**src/rtl/chain_meter_pkg.sv**
```systemverilog
// Shared types and constants for the chain delay meter.
// CHAIN_METER_AVG_EN enables four-launch averaging in chain_delay_meter.
package chain_meter_pkg;

  localparam int DEF_CNT_W    = 16;
  localparam int DEF_TIMEOUT  = 65535;
  localparam int AVG_LAUNCHES = 4;
  localparam int AVG_SHIFT    = 2;

  typedef enum logic [1:0] {
    IDLE   = 2'd0,
    SETTLE = 2'd1,
    WAIT   = 2'd2,
    DONE   = 2'd3
  } state_t;

endpackage

```
**src/rtl/sync2.sv**
```systemverilog
// Two-flop synchroniser bringing the asynchronous chain output into clk.
module sync2 (
  input  logic clk,
  input  logic rst_n,
  input  logic d,
  output logic q
);

  logic meta;

  always_ff @(posedge clk or negedge rst_n) begin
    if (!rst_n) begin
      meta <= 1'b0;
      q    <= 1'b0;
    end else begin
      meta <= d;
      q    <= meta;
    end
  end

endmodule

```
**src/rtl/chain_delay_meter.sv**
```systemverilog
// Measures C-element chain delay in clk cycles by launching an edge and counting until it returns.
// Optional macro CHAIN_METER_AVG_EN: average four alternating launches per start.
module chain_delay_meter
  import chain_meter_pkg::*;
#(
  parameter int CNT_W   = DEF_CNT_W,
  parameter int TIMEOUT = DEF_TIMEOUT
) (
  input  logic             clk,
  input  logic             rst_n,
  input  logic             start,
  output logic             chain_in,
  input  logic             chain_out,
  output logic             busy,
  output logic             done,
  output logic             timeout,
  output logic [CNT_W-1:0] count
);

  localparam logic [CNT_W-1:0] TMO = CNT_W'(TIMEOUT);

  state_t           state, state_d;
  logic             chain_in_d;
  logic [CNT_W-1:0] cnt, cnt_d;
  logic [CNT_W-1:0] count_d;
  logic             timeout_d;
  logic             sync_out;
  logic             match;
  logic             at_limit;

  sync2 u_sync2 (
    .clk   (clk),
    .rst_n (rst_n),
    .d     (chain_out),
    .q     (sync_out)
  );

  assign match    = (sync_out == chain_in);
  assign at_limit = (cnt == TMO);
  assign busy     = (state != IDLE);
  assign done     = (state == DONE);

`ifdef CHAIN_METER_AVG_EN
  localparam int LAUNCH_W = $clog2(AVG_LAUNCHES);

  logic [CNT_W+1:0]    acc, acc_d, acc_sum;
  logic [LAUNCH_W-1:0] launch, launch_d;

  assign acc_sum = acc + {2'b00, cnt};

  always_ff @(posedge clk or negedge rst_n) begin
    if (!rst_n) begin
      acc    <= '0;
      launch <= '0;
    end else begin
      acc    <= acc_d;
      launch <= launch_d;
    end
  end
`endif

  always_ff @(posedge clk or negedge rst_n) begin
    if (!rst_n) begin
      state    <= IDLE;
      chain_in <= 1'b0;
      cnt      <= '0;
      count    <= '0;
      timeout  <= 1'b0;
    end else begin
      state    <= state_d;
      chain_in <= chain_in_d;
      cnt      <= cnt_d;
      count    <= count_d;
      timeout  <= timeout_d;
    end
  end

  always_comb begin
    state_d    = state;
    chain_in_d = chain_in;
    cnt_d      = cnt;
    count_d    = count;
    timeout_d  = timeout;
`ifdef CHAIN_METER_AVG_EN
    acc_d      = acc;
    launch_d   = launch;
`endif
    case (state)
      IDLE: begin
        if (start) begin
          cnt_d = '0;
`ifdef CHAIN_METER_AVG_EN
          acc_d    = '0;
          launch_d = '0;
`endif
          // A chain that has not yet settled to our level is drained first.
          if (match) begin
            chain_in_d = ~chain_in;
            state_d    = WAIT;
          end else begin
            state_d = SETTLE;
          end
        end
      end
      SETTLE: begin
        if (match) begin
          chain_in_d = ~chain_in;
          cnt_d      = '0;
          state_d    = WAIT;
        end else if (at_limit) begin
          count_d   = TMO;
          timeout_d = 1'b1;
          state_d   = DONE;
        end else begin
          cnt_d = cnt + 1'b1;
        end
      end
      WAIT: begin
        if (match) begin
`ifdef CHAIN_METER_AVG_EN
          if (launch == LAUNCH_W'(AVG_LAUNCHES - 1)) begin
            count_d   = acc_sum[AVG_SHIFT +: CNT_W];
            timeout_d = 1'b0;
            state_d   = DONE;
          end else begin
            // Relaunch immediately; the edge direction alternates each time.
            acc_d      = acc_sum;
            launch_d   = launch + 1'b1;
            chain_in_d = ~chain_in;
            cnt_d      = '0;
          end
`else
          count_d   = cnt;
          timeout_d = 1'b0;
          state_d   = DONE;
`endif
        end else if (at_limit) begin
          count_d   = TMO;
          timeout_d = 1'b1;
          state_d   = DONE;
        end else begin
          cnt_d = cnt + 1'b1;
        end
      end
      DONE: begin
        state_d = IDLE;
      end
      default: begin
        state_d = IDLE;
      end
    endcase
  end

endmodule

```
**config.mk**
```make
export PLATFORM = sky130hd
export DESIGN_NAME = chain_delay_meter
export DESIGN_NICKNAME = d
export VERILOG_FILES = /design/src/rtl/chain_meter_pkg.sv /design/src/rtl/sync2.sv /design/src/rtl/chain_delay_meter.sv
export SDC_FILE = /design/constraint.sdc
export NUM_CORES = 1
export LEC_CHECK = 0
export CORE_MARGIN = 2
export CORE_UTILIZATION = 45
export DETAILED_ROUTE_END_ITERATION = 12
export GPL_TIMING_DRIVEN = 0
export PLACE_DENSITY = 0.67
export SYNTH_ARGS = -nofsm -noshare
export SYNTH_HDL_FRONTEND = slang
export SYNTH_SLANG_ARGS = --single-unit
export TNS_END_PERCENT = 30
```
**constraint.sdc**
```tcl
create_clock -name clk -period 5.7 [get_ports clk]
set_input_delay 0.57 -clock clk [delete_from_list [all_inputs] [get_ports clk]]
set_output_delay 0.57 -clock clk [all_outputs]
set_load 0.01 [all_outputs]
```
# [After elaboration in Yosys (flattened, before gate mapping)]
# Index checks and enable logic that the tools add are counted.
[totals] rom_bits=0 input_bits=4 n_memories=0 latch_bits=0 ff_bits=38 wordCells=47 ram_bits=0 output_inout_bits=20
[op_classes] n_eq_ne=8 mux=22 n_reduce_logical=8 multipliers=0 n_div=0 shifts=0 n_bitwise=1 addsub=1 magnitude_cmp=0
[ops] op="two-way mux 16 bit" count=7
[ops] op="case mux 16 bit (3 select lines)" count=1
[ops] op="case mux 16 bit (2 select lines)" count=1
[ops] op="adder 16 x 1 -> 16 bit (second input constant)" count=1
[ops] op="equality test 16 bit (second input constant)" count=1
[ops] op="two-way mux 2 bit" count=5
[ops] op="case mux 2 bit (4 select lines)" count=1
[ops] op="!= test 2 bit (second input constant)" count=3
[ops] op="nonzero test 2 bit" count=3
[ops] op="two-way mux 1 bit" count=5
[ops] op="equality test 2 bit (second input constant)" count=2
[ops] op="case mux 1 bit (2 select lines)" count=2
[ops] op="AND reduction 2 bit" count=2
[ops] op="AND reduction 3 bit" count=1
[ops] op="nonzero test 3 bit" count=1
[ops] op="equality test 2 x 1 -> 1 bit (second input constant)" count=1
[ops] op="zero test 2 bit" count=1
[ops] op="equality test 1 bit" count=1
[ops] op="NOT 1 bit" count=1

# [Logic depth before layout (Yosys ltp)]
[depth] depth_word=4 mapped_depth=8 mapped_depth_nobuf=7

# [By module]
# A second synthesis with hierarchy kept.
[unflattened] hier_cells=168 area_unflattened_um2=1819.2
[modules_own_cells] mod="chain_delay_meter" seq_area_each_um2=900.9 area_per_inst_um2=1769.2 n_inst=1 cells_per_inst=166
[modules_own_cells] mod="sync2" seq_area_each_um2=50.0 area_per_inst_um2=50.0 n_inst=1 cells_per_inst=2

# [Worst setup path before layout]
# Ideal clock, no wire load.
[synth_timing] path_kind="flip-flop to flip-flop" from="reg state[0]" to="reg cnt[11]" synth_period_minus_slack_ns=2.212 t_arrival_ns=2.133 stages_incl_launch_ff=8 setup_slack_ns=3.488 path_buffers=1 t_required_ns=5.621 setup_time_ns=0.079 path_cell_list="dfrtp_1 inv_1 ha_1 clkbuf_1 a221o_1 or4_1 or3_1 a21oi_1"
[synth_between] elab_chain_cells=3 elab_cells_between_ends=8 cone_classes="eq/ne (4); mux (1); reduce/logical (3)"
[synth_lines] element="start: declaration" line="chain_delay_meter.sv:22" source="state_t state, state_d;"
[synth_lines] element="start signal: assignment" line="chain_delay_meter.sv:70" source="state <= state_d;"
[synth_lines] element="equality test 2 bit, or another cell as far along" line="chain_delay_meter.sv:88" source="case (state)"
[synth_lines] element="!= test 2 bit (no line) or nonzero test 3 bit (tied branches)"
[synth_lines] element="AND reduction 3 bit (no line)"
[synth_lines] element="end signal: assignment" line="chain_delay_meter.sv:72" source="cnt <= cnt_d;"
[synth_lines] element="end: declaration" line="chain_delay_meter.sv:24" source="logic [CNT_W-1:0] cnt, cnt_d;"
# Several ways; a longest one is shown, not always the timed one.
# A chain may end at the register's enable or synchronous reset.

# [Worst setup path after layout]
[layout_timing] from="in start" to="reg cnt[7]"
[layout_between] elab_chain_cells=2
[layout_lines] element="start: declaration" line="chain_delay_meter.sv:11" source="input logic start,"
[layout_lines] element="!= test 2 bit (no line)"
[layout_lines] element="AND reduction 3 bit (no line)"
# Every way passes these cells.

==> impl_metrics.json <==
{
  "yosys_register_bits": 38,
  "r2r_setup_slack_ns": 3.21,
  "startpoint_type": "input pin",
  "synth.distinct_cells": 41,
  "ir_drop_mv": 0.210,
  "htreeDepth": 2,
  "nFillCells": 350,
  "die_w_um": 67.9,
  "core_area_um2": 3970,
  "synthToLayoutAreaGrowth_pct": 20.1,
  "timing.setup.tns_ns": 0,
  "grt_usage_pct": 21.3,
  "grt_max_degree": 39,
  "fp-row-count": 23,
  "cts_setup_buffers": 0,
  "ys.flop_type": "dfrtp_1",
  "run_status": "complete, no violations",
  "hpwl_mm": 2.91,
  "fin_util_pct": 55.6,
  "cts_root_buffer": "clkbuf_8",
  "synthTopCellsByArea": "dfrtp_1 (52%), o22a_1 (8.1%), ha_1 (3.4%)",
  "slowest_stage": "nor2_1",
  "setup-violations-final": 0,
  "synth.cells.most_frequent": "dfrtp_1 (38), o22a_1 (17), nor2_1 (15), nand2_1 (12), nand3_1 (9)",
  "viasPerCell": 5.98,
  "drive_above_1_share_pct": 4.85,
  "synth_edf_count": 0,
  "min_period_over_period_pct": 45.1,
  "post-route-drc-count": 0,
  "worstSetupEndpointType": "flop",
  "ios": 24,
  "clk_latency_ns": 0.29,
  "drt_iter0_markers": 92,
  "synth_area_um2": 1840,
  "overflow": 0,
  "dieArea_um2": 4610,
  "postCtsResizedCells": 0,
  "dpl_cell_area_um2": 2130,
  "fp.dieH_um": 67.9,
  "postLayoutCellArea_um2": 2210,
  "fin_nets": 216,
  "cts_buffers": 5,
  "vias": 1532,
  "synth_top_area_share_pct": 51.7,
  "ant_nets": 0,
  "antenna_found_initial": 0,
  "relSlewSlack_pct": 46.3,
  "drt_wl_total_mm": 4.02,
  "hold_buffers": 0,
  "syn-num-nets": 186,
  "drv_cap": 0,
  "cts_sinks": 38,
  "ys_warn_count": 0,
  "cts_tree": "yes",
  "ys_seq_area_share_pct": 51.7,
  "grt_pass1_vias": 1566,
  "yosysTopAreaCell": "dfrtp_1",
  "holdCritPathClass": "flop to flop",
  "grt_pass1_wl_mm": 7.18,
  "slew_viol_final": 0,
  "arrival_ns": 2.75,
  "rsz0062_at_grt": "false",
  "start_util_pct": 46.3,
  "hold-worst-slack_ns": 0.350,
  "leakage_nw": 0.871,
  "critPathMaxStageDelay_ns": 0.60,
  "tightest_slew_ns": 0.806,
  "cp.required_ns": 5.88,
  "synth.avg_cell_area_um2": 10.4,
  "detail_route.wl_per_cell_um": 15.7,
  "clk_pin_slew_ns": 0.07,
  "gp_congestion": 0.812,
  "cts_buffer_depth": 2,
  "power_density_nw_per_um2": 517,
  "async_flop_share_pct": 100,
  "synth.most_common_cell": "dfrtp_1",
  "cp_max_fo": 10,
  "timing.fmax_mhz": 389,
  "first_pass_iters": 4,
  "fin_skew_ns": 0.00664,
  "cp_cell_sequence": "clkdlybuf4s50_1 -> inv_1 -> a221o_1 -> nor2_1 -> o22ai_1 -> a22o_1",
  "synth_cells": 177,
  "hold_viol": 0,
  "worstSetupPathType": "input pin to flop",
  "antenna_cells": 0,
  "final.min_clock_period_ns": 2.57,
  "port_buffers": 23
}
[flip-flops by register name (all words and copies together), names as in the netlist]
name	count
timeout	1
count	16
u_sync2.q	1
u_sync2.meta	1
cnt	16
chain_in	1
state	2
[metal layers]
| layer | GRT usage (%) | vias up | part of all wire, % |
|---|---|---|---|
| li1 | - | 729 | - |
| met1 | 27.5 | 742 | 46 |
| met2 | 33.0 | 53 | 46 |
| met3 | 5.43 | 8 | 5.8 |
| met4 | 10.8 | 0 | 1.5 |
| met5 | 0 | - | 0 |
[final timing paths]
kind | startpoint | end | cells after the start
worst min-delay path | u_sync2.meta$_DFF_PN0_ | u_sync2.q$_DFF_PN0_ | 0
worst max register to register | state[0]$_DFFE_PN0P_ | cnt[7]$_DFFE_PN0P_ | 7
worst max-delay path | start | cnt[7]$_DFFE_PN0P_ | 6
min in group asynchronous | rst_n | timeout$_DFFE_PN0P_ | 1
max in group asynchronous | rst_n | chain_in$_DFFE_PN0P_ | 1
worst min register to register | u_sync2.meta$_DFF_PN0_ | u_sync2.q$_DFF_PN0_ | 0
[cell usage in the layout (no fill, tap or decap), types with 2 or more instances in the layout]
cell | netlist | final
and3_1 | 2 | 2
clkbuf_1 | 5 | 5
o41ai_1 | 3 | 3
nor3_1 | 6 | 6
a21oi_1 | 7 | 7
a31oi_1 | 2 | 2
nand2_1 | 12 | 12
a211oi_1 | 2 | 2
clkdlybuf4s50_1 | 0 | 22
nand4_1 | 2 | 2
dfrtp_1 | 38 | 38
nor4_1 | 4 | 4
o21ai_0 | 7 | 7
nand3b_1 | 2 | 2
nor2_1 | 15 | 15
a311oi_1 | 2 | 2
or3_1 | 2 | 2
clkbuf_8 | 0 | 6
or4_1 | 3 | 3
nand3_1 | 9 | 9
a221o_1 | 2 | 2
o22a_1 | 17 | 17
ha_1 | 5 | 5
inv_1 | 5 | 5
o21a_1 | 3 | 3
xnor2_1 | 5 | 5
[worst max-delay path: cells and delay by family]
kind / cells / cell delay [ns]
buffers and inverters: 2 / 0.67
AOI/OAI and AO/OA: 3 / 0.91
and+or+nand+nor: 1 / 0.60
[through the flow]
step | instances | power, W | setup WS, ns
3_3_place_gp | 250 | 0.000947 | 2.91
4_1_cts | 256 | 0.00115 | 3.16
5_1_grt | 256 | 0.00124 | 2.99
3_5_place_dp | 250 | 0.000971 | 2.86
2_1_floorplan | 177 | 0.000742 | 3.49
6_report | 256 | 0.00114 | 3.13
[final cells by class]
class                   count  area, um^2  area share [%]
plain buffers               7        30.0            1.36
clock buffers               6        82.6            3.74
inverters                   5        18.8           0.849
multi-input cells         127         840            38.0
flip-flops and latches     38         951            43.0
well taps                  50        62.6            2.83
repair buffers             23         225            10.2
[cell families after synthesis]
kind of cell             Yosys count  synth area share, %
XOR/XNOR                           6                 2.86
AO/OA/AOI/OAI                     53                 21.4
adder cells (fa/ha/maj)            5                 3.40
AND/OR/NAND/NOR                   62                 17.4
multiplexers                       1                0.544
flip-flops                        38                 51.7
buffers and inverters             12                 2.65
[power breakdown]
group | switching (W) | internal, W | total (W)
registers | 0.0000512 | 0.000346 | 0.000398
clock network | 0.0000838 | 0.0000931 | 0.000177
logic | 0.000298 | 0.000269 | 0.000568
total | 0.000433 | 0.000709 | 0.00114
Note: power is estimated with default switching activity, not from simulation.
